<file path="src/rtl/round_robin_burst_arbiter_if.sv">
// Request/grant bundle for the round-robin burst arbiter.
// master drives requests, slave (the arbiter) returns grants.
interface round_robin_burst_arbiter_if #(
  parameter int N = 4
);
  localparam int IW = (N > 1) ? $clog2(N) : 1;

  logic [N-1:0]  REQ;
  logic [N-1:0]  GNT;
  logic [IW-1:0] GNT_ID;
  logic          BUSY;

  modport master (
    output REQ,
    input  GNT,
    input  GNT_ID,
    input  BUSY
  );

  modport slave (
    input  REQ,
    output GNT,
    output GNT_ID,
    output BUSY
  );
endinterface

</file>
<file path="src/rtl/round_robin_burst_arbiter.sv">
// Round-robin arbiter with bounded burst ownership.
// Grants are registered; priority rotates from the last owner.
module round_robin_burst_arbiter #(
  parameter int N         = 4,
  parameter int MAX_BURST = 8
) (
  input logic clk,
  input logic rstn,
  round_robin_burst_arbiter_if.slave bus
);
  localparam int IW = (N > 1) ? $clog2(N) : 1;
  localparam int CW = $clog2(MAX_BURST + 1);

  typedef enum logic {
    IDLE,
    OWNED
  } state_t;

  state_t        state;
  logic [N-1:0]  gnt;
  logic [IW-1:0] gnt_id;
  logic          busy;
  logic [IW-1:0] last;
  logic [CW-1:0] cnt;

  logic          sel_vld;
  logic [IW-1:0] sel;
  logic [IW-1:0] idx;
  logic          hold;

  // search starts one past the last owner and wraps,
  // so the last owner itself is considered last
  always_comb begin
    sel_vld = 1'b0;
    sel     = '0;
    idx     = '0;
    for (int k = 1; k <= N; k++) begin
      idx = IW'((int'(last) + k) % N);
      if (!sel_vld && bus.REQ[idx]) begin
        sel_vld = 1'b1;
        sel     = idx;
      end
    end
  end

  assign hold = bus.REQ[gnt_id] &&
                (cnt < CW'(MAX_BURST));

  always_ff @(posedge clk or negedge rstn) begin
    if (!rstn) begin
      state  <= IDLE;
      gnt    <= '0;
      gnt_id <= '0;
      busy   <= 1'b0;
      cnt    <= '0;
      last   <= IW'(N - 1);
    end else begin
      case (state)
        IDLE: begin
          if (sel_vld) begin
            state  <= OWNED;
            gnt    <= N'(1) << sel;
            gnt_id <= sel;
            busy   <= 1'b1;
            cnt    <= CW'(1);
            last   <= sel;
          end
        end
        OWNED: begin
          if (hold) begin
            cnt <= cnt + CW'(1);
          end else if (sel_vld) begin
            gnt    <= N'(1) << sel;
            gnt_id <= sel;
            cnt    <= CW'(1);
            last   <= sel;
          end else begin
            state  <= IDLE;
            gnt    <= '0;
            gnt_id <= '0;
            busy   <= 1'b0;
            cnt    <= '0;
          end
        end
        default: begin
          state <= IDLE;
        end
      endcase
    end
  end

  assign bus.GNT    = gnt;
  assign bus.GNT_ID = gnt_id;
  assign bus.BUSY   = busy;
endmodule

</file>
<file path="src/flat_wrapper.sv">
// flat-port wrapper written by rule: the top's interface ports become plain ports
module round_robin_burst_arbiter_flat 
#(
  parameter int N         = 4,
  parameter int MAX_BURST = 8
)
  (clk, rstn, bus_REQ, bus_GNT, bus_GNT_ID, bus_BUSY);
  round_robin_burst_arbiter_if #(.N(N)) bus_i ();
  input logic clk;
  input logic rstn;
  input wire logic [$bits(bus_i.REQ)-1:0] bus_REQ;
  output wire logic [$bits(bus_i.GNT)-1:0] bus_GNT;
  output wire logic [$bits(bus_i.GNT_ID)-1:0] bus_GNT_ID;
  output wire logic [$bits(bus_i.BUSY)-1:0] bus_BUSY;
  assign bus_i.REQ = bus_REQ;
  assign bus_GNT = bus_i.GNT;
  assign bus_GNT_ID = bus_i.GNT_ID;
  assign bus_BUSY = bus_i.BUSY;
  round_robin_burst_arbiter #(.N(N), .MAX_BURST(MAX_BURST)) u_core (.clk(clk), .rstn(rstn), .bus(bus_i));
endmodule
</file>
<file path="config.mk">
export PLATFORM = sky130hd
export DESIGN_NAME = round_robin_burst_arbiter_flat
export DESIGN_NICKNAME = d
export VERILOG_FILES = /design/src/rtl/round_robin_burst_arbiter_if.sv /design/src/rtl/round_robin_burst_arbiter.sv /design/src/flat_wrapper.sv
export SDC_FILE = /design/constraint.sdc
export NUM_CORES = 1
export LEC_CHECK = 0
export BUFFER_PORTS_ARGS = -buffer_cell sky130_fd_sc_hd__buf_2
export CORE_MARGIN = 8
export CORE_UTILIZATION = 46
export DETAILED_ROUTE_END_ITERATION = 16
export HOLD_SLACK_MARGIN = 0.06
export PLACE_DENSITY = 0.83
export SLEW_MARGIN = 0
export SYNTH_ARGS = -nofsm -noshare
export SYNTH_HDL_FRONTEND = slang
export SYNTH_SLANG_ARGS = --single-unit
</file>
<file path="constraint.sdc">
create_clock -name clk -period 1.7 [get_ports clk]
set_input_delay 0.085 -clock clk [delete_from_list [all_inputs] [get_ports clk]]
set_output_delay 0.085 -clock clk [all_outputs]
set_load 0.01 [all_outputs]
</file>
==> impl_metrics.py, run 1 <==
metrics = {
    "floorplanning": {
        "ioPinCount": 13,
        "initial_utilization_pct": 46.8,
        "fp.dieW_um": 54.5,
        "num_rows": 14,
        "coreArea_um2": 1450,
        "dieArea_um2": 2970,
        "fp.dieH_um": 54.5,
    },
    "status": {
        "run_status": "finished, final reports clean",
    },
    "synthesis": {
        "yosysSeqAreaShare_pct": 51.8,
        "synthDistinctLibCells": 27,
        "syn_avg_cell_area_um2": 10.5,
        "ys_seq_elements": 14,
        "yosys_warnings": 0,
        "synthCells": 65,
        "syn_area_um2": 681,
        "synth_nets": 72,
    },
    "flow_run": {
        "maxCapViolCount": 0,
    },
    "global_route": {
        "grt_pass1_wl_mm": 2.37,
        "grtUsageTotal_pct": 11.1,
        "antenna_found_initial": 0,
        "grt.overflow.total": 0,
        "grt_max_degree": 15,
        "grt_pass1_vias": 511,
    },
    "cells_and_area": {
        "nets": 94,
        "layoutNonFillerInstCount": 102,
        "drive_gt1_share_pct": 30.2,
        "area_delta_synth_final_pct": 22.4,
        "diodes": 0,
        "layout_common_cells": "buf_2 (12), dfrtp_1 (12), nor2_1 (6), nand2_1 (6)",
    },
    "routing": {
        "wl_per_cell_um": 13.7,
        "ant_nets": 0,
        "vias_per_cell": 5.52,
        "drt_wl_total_mm": 1.40,
        "drt_iter0_drc": 4,
        "remaining_drc_errors": 0,
        "vias": 563,
        "drtPass1Iterations": 3,
    },
    "clocking": {
        "clk_latency_ps": 280,
        "cts.htree.levels": 1,
        "cts_sinks": 14,
        "clkTransAtPathRegs_ps": 80,
        "clk_path_buf_depth": 2,
        "cts_inserted_buffers": 3,
        "cts_root_buf": "clkbuf_4",
        "post_cts_resized": 0,
        "cts_tree": "yes",
    },
    "hold_path": {
        "hold_class": "input pin to asynchronous set/reset pin",
    },
    "sta": {
        "fin_crit_sh_pct": 96.0,
        "relSlewSlack_pct": 79.2,
        "fmax_ghz": 0.613,
        "worst_pin_slew_ps": 312,
        "rsz0062_at_grt": "no",
        "maxSlewViolCount": 0,
        "finClkSkew_ps": 3.40,
        "hold_viol_final": 0,
        "setup_tns_ps": 0,
        "period_minus_slack_ps": 1630,
        "setup_violations": 0,
    },
    "power": {
        "p_per_area_nw_per_um2": 1690,
        "vdd_drop_max_uv": 638,
        "p_leak_uw": 0.000391,
    },
    "placed_design": {
        "dp_cells": 95,
        "port_buffers": 12,
        "gp_congestion": 0.828,
        "hpwl_mm": 1.06,
    },
    "setup_path": {
        "crit_type": "flip-flop to flip-flop",
        "cpPeakStageDelay_ps": 520,
        "worst-path-max-fanout": 4,
        "slowest_stage": "mux4_2",
        "cp_data_arrival_time_ps": 1800,
        "cp.required_ps": 1870,
        "worst_setup_path_start_kind": "flip-flop",
        "crit_path_cell_trace": "mux4_2 > and2_4 > or2_4 > a32o_1",
        "reg2reg_depth": 4,
        "endpoint_kind": "flip-flop",
    },
}
==> where the power goes <==
part | switching [µW] | internal [µW] | leakage [µW]
clock network | 106 | 130 | 0.0000210
logic | 294 | 303 | 0.000200
registers | 99.4 | 478 | 0.000170
==> state kept, by name, indices dropped and copies added (netlist names) <==
register,count
u_core.bus.GNT,4
u_core.cnt,4
u_core.bus.GNT_ID,2
u_core.last,2
u_core.bus.BUSY,1
u_core.state,1
==> worst max-delay path: cells and delay by family, from the launching register on <==
kind / cells / cell delay [ps]
AOI/OAI and AO/OA: 1 / 210
and+or+nand+nor: 2 / 410
DFF: 1 / 390
muxes: 1 / 520
==> per-layer routing <==
layer / share of wire (%) / GRT usage [%] / routed length, µm / vias up
met4: 2.6 / 7.38 / 37 / 0
met2: 46 / 16.2 / 643 / 9
met3: 5.4 / 3.80 / 76 / 5
li1: - / - / - / 283
met1: 46 / 13.5 / 643 / 266
met5: 0 / 0 / 0 / -
==> layout make-up <==
type                            instances  area [µm²]
Clock buffer                            4        36.3
Fill cell                             130         621
Inverter                                2        7.51
Multi-Input combinational cell         48         309
Sequential cell                        14         353
Tap cell                               16        20.0
Timing Repair Buffer                   18         108
==> through the flow <==
step           total power [µW]  hold WS [ps]  util [%]  setup WS [ps]  area, µm²
2_1_floorplan               984          -211         -          -41.4        681
3_3_place_gp               1130         -12.3      53.1           86.0        772
3_5_place_dp               1150         -11.0      53.1           44.2        772
4_1_cts                    1400           222      56.3           30.5        818
5_1_grt                    1540           226      57.3           7.46        833
6_report                   1410           223      57.3           68.4        833
==> path summary, 6_finish.rpt <==
kind	start	to	slack (ps)
max	u_core.bus.GNT_ID[0]	u_core.bus.GNT[0]	70
max in group asynchronous	rstn	u_core.last[1]	1190
min in group clk	bus_REQ[0]	u_core.state	260
max reg2reg	u_core.bus.GNT_ID[0]	u_core.bus.GNT[0]	70
min reg2reg	u_core.state	u_core.bus.BUSY	480
min	rstn	u_core.cnt[1]	220
==> kinds of logic after synthesis <==
family / synth area share [%]
AO/OA/AOI/OAI: 20.2
adder cells (fa/ha/maj): 1.84
buffers and inverters: 2.76
flip-flops: 51.8
multiplexers: 3.31
AND/OR/NAND/NOR: 20.0
==> synthesized netlist by cell type (all sizes together) <==
| cell | instances | area [µm²] |
|---|---|---|
| o31ai | 2 | 15.0 |
| or2b | 1 | 7.51 |
| inv | 2 | 7.51 |
| nor4 | 1 | 6.26 |
| or2 | 1 | 8.76 |
| nor3 | 2 | 10.0 |
| a22o | 2 | 17.5 |
| o21a | 1 | 7.51 |
| o211ai | 1 | 7.51 |
| ha | 1 | 12.5 |
| o2bb2ai | 1 | 8.76 |
| nor2 | 6 | 22.5 |
| dfrtp | 12 | 300 |
| a21oi | 3 | 15.0 |
| a32o | 2 | 20.0 |
| nand2 | 6 | 22.5 |
| buf | 1 | 11.3 |
| a21o | 2 | 15.0 |
| mux4 | 1 | 22.5 |
| nor2b | 3 | 18.8 |
| nand3b | 2 | 15.0 |
| nand3 | 2 | 10.0 |
| nand2b | 1 | 6.26 |
| dfstp | 2 | 52.6 |
| and2 | 1 | 8.76 |
| o21ai | 5 | 25.0 |
| o22ai | 1 | 6.26 |
==> repair_timing <==
item | in CTS | in global routing
hold buffers | 1 | 0
setup endpoints to repair | 0 | 3
endpoints found under the hold margin | 14 | 0
buffers inserted | 0 | 2
(Power assumes the default switching activity.)
==> inputs of run 2 (changes only) <==
Settings changed: REMOVE_ABC_BUFFERS from default to 1.
==> run 2 against run 1 <==
Net effect: wire length increased by 7.9%; combinational power rose by 2%; clock power increased by 3%; power rose by 1.4%; sequential share of layout area unchanged; design area stayed put; utilization unchanged; setup slack lost 24 ps; sequential power is essentially flat; hold slack got worse by 72 ps; final cell count is the same.
==> impl_metrics.py, run 2 (synthesis gave the netlist of run 1 again) <==
metrics = {
    "routing": {
        "drt_wl_total_mm": 1.51,
        "drt_iter0_drc": 20,
        "wl_per_cell_um": 14.8,
        "ant_nets": 0,
        "vias_per_cell": 5.71,
        "drtPass1Iterations": 4,
        "remaining_drc_errors": 0,
        "vias": 582,
    },
    "floorplanning": {
        "initial_utilization_pct": 46.8,
        "ioPinCount": 13,
        "coreArea_um2": 1450,
        "dieArea_um2": 2970,
        "fp.dieH_um": 54.5,
        "fp.dieW_um": 54.5,
        "num_rows": 14,
    },
    "setup_path": {
        "worst_setup_path_start_kind": "flip-flop",
        "critical_path.top_delay_family": "multiplexers",
        "critPathBufInv": 0,
        "worst-path-max-fanout": 4,
        "reg2reg_depth": 4,
        "endpoint_kind": "flip-flop",
        "crit_path_cell_trace": "mux4_2 > and2_4 > or2_4 > a22o_1",
        "cpPeakStageDelay_ps": 520,
        "crit_cells": 4,
        "slowest_stage": "mux4_2",
        "crit_type": "flip-flop to flip-flop",
        "cp_data_arrival_time_ps": 1830,
        "cp.required_ps": 1870,
    },
    "power": {
        "p_leak_uw": 0.000390,
        "p_total_uw": 1430,
        "vdd_drop_max_uv": 711,
        "p_comb_share_pct": 42.7,
        "seqPwrFrac_pct": 40.3,
        "p_sw_uw": 518,
        "p_per_area_nw_per_um2": 1720,
        "pwr-share-clk_pct": 16.9,
        "intPower_uw": 913,
        "swShare_pct": 36.2,
    },
    "clocking": {
        "cts_tree": "yes",
        "cts_inserted_buffers": 3,
        "post_cts_buffers": 0,
        "cts.htree.levels": 1,
        "clk_path_buf_depth": 2,
        "cts_root_buf": "clkbuf_4",
        "clk_latency_ps": 290,
        "clkTransAtPathRegs_ps": 90,
        "cts_sinks": 14,
    },
    "global_route": {
        "busiest_layer": "met2",
        "grt_pass1_vias": 566,
        "grt_pass1_wl_mm": 2.43,
        "gr-usage-met3_pct": 2.45,
        "grt.overflow.total": 0,
        "met2_usage_pct": 17.9,
        "antenna_found_initial": 0,
        "grtUsageMet1_pct": 13.3,
        "grtUsageTotal_pct": 11.4,
        "grt_max_degree": 15,
    },
    "hold_path": {
        "hold_class": "input pin to flip-flop",
        "min_path_cells": 3,
    },
    "sta": {
        "worst_pin_slew_ps": 409,
        "finClkSkew_ps": 8.99,
        "maxSlewViolCount": 0,
        "fin_crit_sh_pct": 97.4,
        "hold_viol_final": 0,
        "period_minus_slack_ps": 1660,
        "relSlewSlack_pct": 72.5,
        "setup_violations": 0,
        "fmax_ghz": 0.604,
        "setup_tns_ps": 0,
        "rsz0062_at_grt": "no",
        "fin_ws_ps": 44.4,
    },
    "cells_and_area": {
        "nets": 94,
        "layout_common_cells": "buf_2 (12), dfrtp_1 (12), nor2_1 (6), nand2_1 (6), buf_4 (5)",
        "diodes": 0,
        "layoutNonFillerInstCount": 102,
        "area_delta_synth_final_pct": 22.4,
        "drive_gt1_share_pct": 30.2,
    },
    "status": {
        "run_status": "finished, final reports clean",
    },
    "placed_design": {
        "port_buffers": 12,
        "pre_cts_ws_ps": 53.0,
        "gp_congestion": 0.783,
        "dp_cells": 97,
        "hpwl_mm": 1.09,
    },
    "flow_run": {
        "maxCapViolCount": 0,
    },
}
## run 2: what timing repair did
action | in CTS | in global routing
endpoints found under the setup margin | 0 | 2
hold buffers | 1 | 0
endpoints found under the hold margin | 14 | 0
gates resized for setup | 0 | 1
## run 2: layout make-up
class	count	area (µm²)
fillers	120	621
clock buffers	4	36.3
repair buffers	18	108
inverters	2	7.51
flip-flops and latches	14	353
well taps	16	20.0
multi-input cells	48	309
## run 2: layer usage
metal,vias up,routed length [µm]
met1,279,665
met5,-,0
met2,19,726
met4,0,43
met3,6,75
li1,278,-
## run 2: power by group through the flow
stage | clock network (µW) | logic (µW) | registers [µW]
CTS | 242 | 611 | 575
floorplan | 0 | 361 | 597
global placement | 0 | 590 | 576
finish | 242 | 611 | 577
detailed placement | 0 | 604 | 582
global route | 257 | 675 | 598
## run 2: through the flow
step	instance area, µm²	utilization [%]	hold WS [ps]
after CTS	833	57.3	150
after floorplan	669	-	-211
final	833	57.3	151
after detailed placement	787	54.1	-11.3
after global placement	787	54.1	-10.5
after global routing	833	57.3	182
## run 2: worst paths after layout
path | endpoint | startpoint | slack (ps)
worst max-delay path | u_core.bus.GNT_ID[1] | u_core.bus.GNT_ID[0] | 40
worst min-delay path | u_core.state | bus_REQ[2] | 150
worst max register to register | u_core.bus.GNT_ID[1] | u_core.bus.GNT_ID[0] | 40
worst min register to register | u_core.bus.BUSY | u_core.state | 480
max in group asynchronous | u_core.last[1] | rstn | 1210
min in group asynchronous | u_core.bus.BUSY | rstn | 210
## run 2: worst reg2reg max path, stage by stage, from the launching register on
cell	delay (ps)
dfrtp_1	380
mux4_2	520
and2_4	160
or2_4	260
a22o_1	230
==> inputs of run 3 (changes only) <==
==> constraint.sdc (replaced) <==
create_clock -name clk -period 1.7 [get_ports clk]
set_input_delay 0.34 -clock clk [delete_from_list [all_inputs] [get_ports clk]]
set_output_delay 0.34 -clock clk [all_outputs]
set_load 0.01 [all_outputs]
==> run 3 against run 2 <==
Net effect: maximum frequency about the same; design area up 2.9%; non-clock buffer count up 5; clock skew fell by 2.8 ps; global-route usage grew 0.94 points; sequential share of layout area shrank 1.2 points; wire length about the same; sequential power grew 2%; largest cell class unchanged; critical endpoint unchanged.
==> impl_metrics.py, run 3 (synthesis gave the netlist of run 1 again) <==
metrics = {
    "status": {
        "run_status": "finished, final reports clean",
    },
    "floorplanning": {
        "num_rows": 14,
        "initial_utilization_pct": 46.8,
        "fp.dieW_um": 54.5,
        "coreArea_um2": 1450,
        "ioPinCount": 13,
        "fp.dieH_um": 54.5,
        "dieArea_um2": 2970,
    },
    "global_route": {
        "grt_pass1_vias": 569,
        "grtUsageTotal_pct": 12.3,
        "grt_pass1_wl_mm": 2.57,
        "grt_max_degree": 15,
        "antenna_found_initial": 0,
        "grt.overflow.total": 0,
    },
    "sta": {
        "maxSlewViolCount": 0,
        "relSlewSlack_pct": 72.3,
        "setup_tns_ps": 0,
        "finClkSkew_ps": 6.16,
        "period_minus_slack_ps": 1660,
        "worst_pin_slew_ps": 412,
        "setup_violations": 0,
        "hold_viol_final": 0,
        "rsz0062_at_grt": "no",
        "fmax_ghz": 0.603,
        "fin_ws_ps": 42.8,
        "fin_crit_sh_pct": 97.5,
    },
    "cells_and_area": {
        "drive_gt1_share_pct": 33.3,
        "nets": 99,
        "area_delta_synth_final_pct": 25.9,
        "layout_common_cells": "buf_2 (12), dfrtp_1 (12), buf_4 (10), nor2_1 (6), nand2_1 (6)",
        "diodes": 0,
        "final_util_pct": 59.0,
    },
    "placed_design": {
        "gp_congestion": 0.801,
        "port_buffers": 12,
        "hpwl_mm": 1.13,
        "pre_cts_ws_ps": -7.97,
    },
    "flow_run": {
        "maxCapViolCount": 0,
    },
    "routing": {
        "drt_iter0_drc": 15,
        "wl_per_cell_um": 14.2,
        "vias": 575,
        "vias_per_cell": 5.42,
        "drt_wl_total_mm": 1.51,
        "drtPass1Iterations": 4,
        "ant_nets": 0,
        "remaining_drc_errors": 0,
    },
    "setup_path": {
        "r2r_slack_ps": 40,
        "r2r_end": "u_core.bus.GNT_ID[1]",
        "worstReg2RegStart": "u_core.bus.GNT_ID[0]",
        "worst_setup_path_start_kind": "flip-flop",
        "crit_cells": 4,
        "cp.required_ps": 1880,
        "endpoint_kind": "flip-flop",
        "cpPeakStageDelay_ps": 530,
        "slowest_stage": "mux4_2",
        "reg2reg_depth": 4,
        "worst-path-max-fanout": 4,
        "cp_data_arrival_time_ps": 1840,
        "crit_type": "flip-flop to flip-flop",
        "crit_path_cell_trace": "mux4_2 > and2_4 > or2_4 > a22o_1",
        "critPathBufInv": 0,
        "critical_path.top_delay_family": "multiplexers",
    },
    "power": {
        "p_per_area_nw_per_um2": 1610,
        "p_leak_uw": 0.000406,
        "vdd_drop_max_uv": 760,
    },
    "clocking": {
        "cts_tree": "yes",
        "cts_inserted_buffers": 3,
        "clkTransAtPathRegs_ps": 80,
        "cts.htree.levels": 1,
        "cts_root_buf": "clkbuf_4",
        "clk_latency_ps": 280,
        "clk_path_buf_depth": 2,
        "post_cts_resized": 0,
        "cts_sinks": 14,
        "post_cts_buffers": 0,
    },
    "hold_path": {
        "hold_class": "input pin to asynchronous set/reset pin",
    },
}
-- run 3: cell types whose count changed in the layout (fill, tap and decap cells not counted) --
cell	before	now
o21ai_1	1	0
clkbuf_8	1	0
buf_4	5	10
o21ai_0	4	5
-- run 3: layout make-up --
| cell class | instances | area (µm²) |
|---|---|---|
| fillers | 118 | 597 |
| flip-flops and latches | 14 | 353 |
| multi-input cells | 48 | 309 |
| repair buffers | 23 | 145 |
| clock buffers | 3 | 22.5 |
| well taps | 16 | 20.0 |
| inverters | 2 | 7.51 |
-- run 3: power by group --
| part | total [µW] | leakage, µW | internal [µW] | switching, µW |
|---|---|---|---|---|
| sequential | 586 | 0.000170 | 478 | 108 |
| combinational | 611 | 0.000222 | 313 | 299 |
| clock | 186 | 0.0000138 | 82.2 | 104 |
-- run 3: metal layers --
layer  part of all wire (%)  routed length, µm  GRT usage (%)
met5                      0                  0              0
met4                    2.9                 44           11.1
met3                    5.9                 89           2.99
met2                     46                689           17.2
met1                     45                687           15.4
-- run 3: how the worst max path moves through the flow --
| stage | startpoint | to | slack [ps] |
|---|---|---|---|
| final | u_core.bus.GNT_ID[0] | u_core.bus.GNT_ID[1] | 40 |
| after global routing | u_core.bus.GNT_ID[0] | u_core.bus.GNT_ID[1] | 10 |
| after CTS | u_core.bus.GNT_ID[0] | u_core.bus.GNT_ID[1] | 30 |
| after detailed placement | bus_REQ[3] | u_core.bus.GNT_ID[1] | -8 |
| after global placement | bus_REQ[3] | u_core.bus.GNT_ID[1] | 10 |
| after floorplan | u_core.bus.GNT_ID[0] | u_core.bus.GNT_ID[1] | -10 |
-- run 3: metrics by stage --
stage                     instances  hold WS [ps]  power (µW)  area (µm²)
after floorplan                  64          44.4         958         669
after global placement          102           241        1170         825
after detailed placement        102           244        1200         825
after CTS                       106           474        1390         857
after global routing            106           490        1480         857
final                           106           469        1380         857
-- run 3: timing repair --
item	4_1_cts	5_1_grt
hold buffers	1	0
endpoints found under the hold margin	12	0
endpoints found under the setup margin	0	1
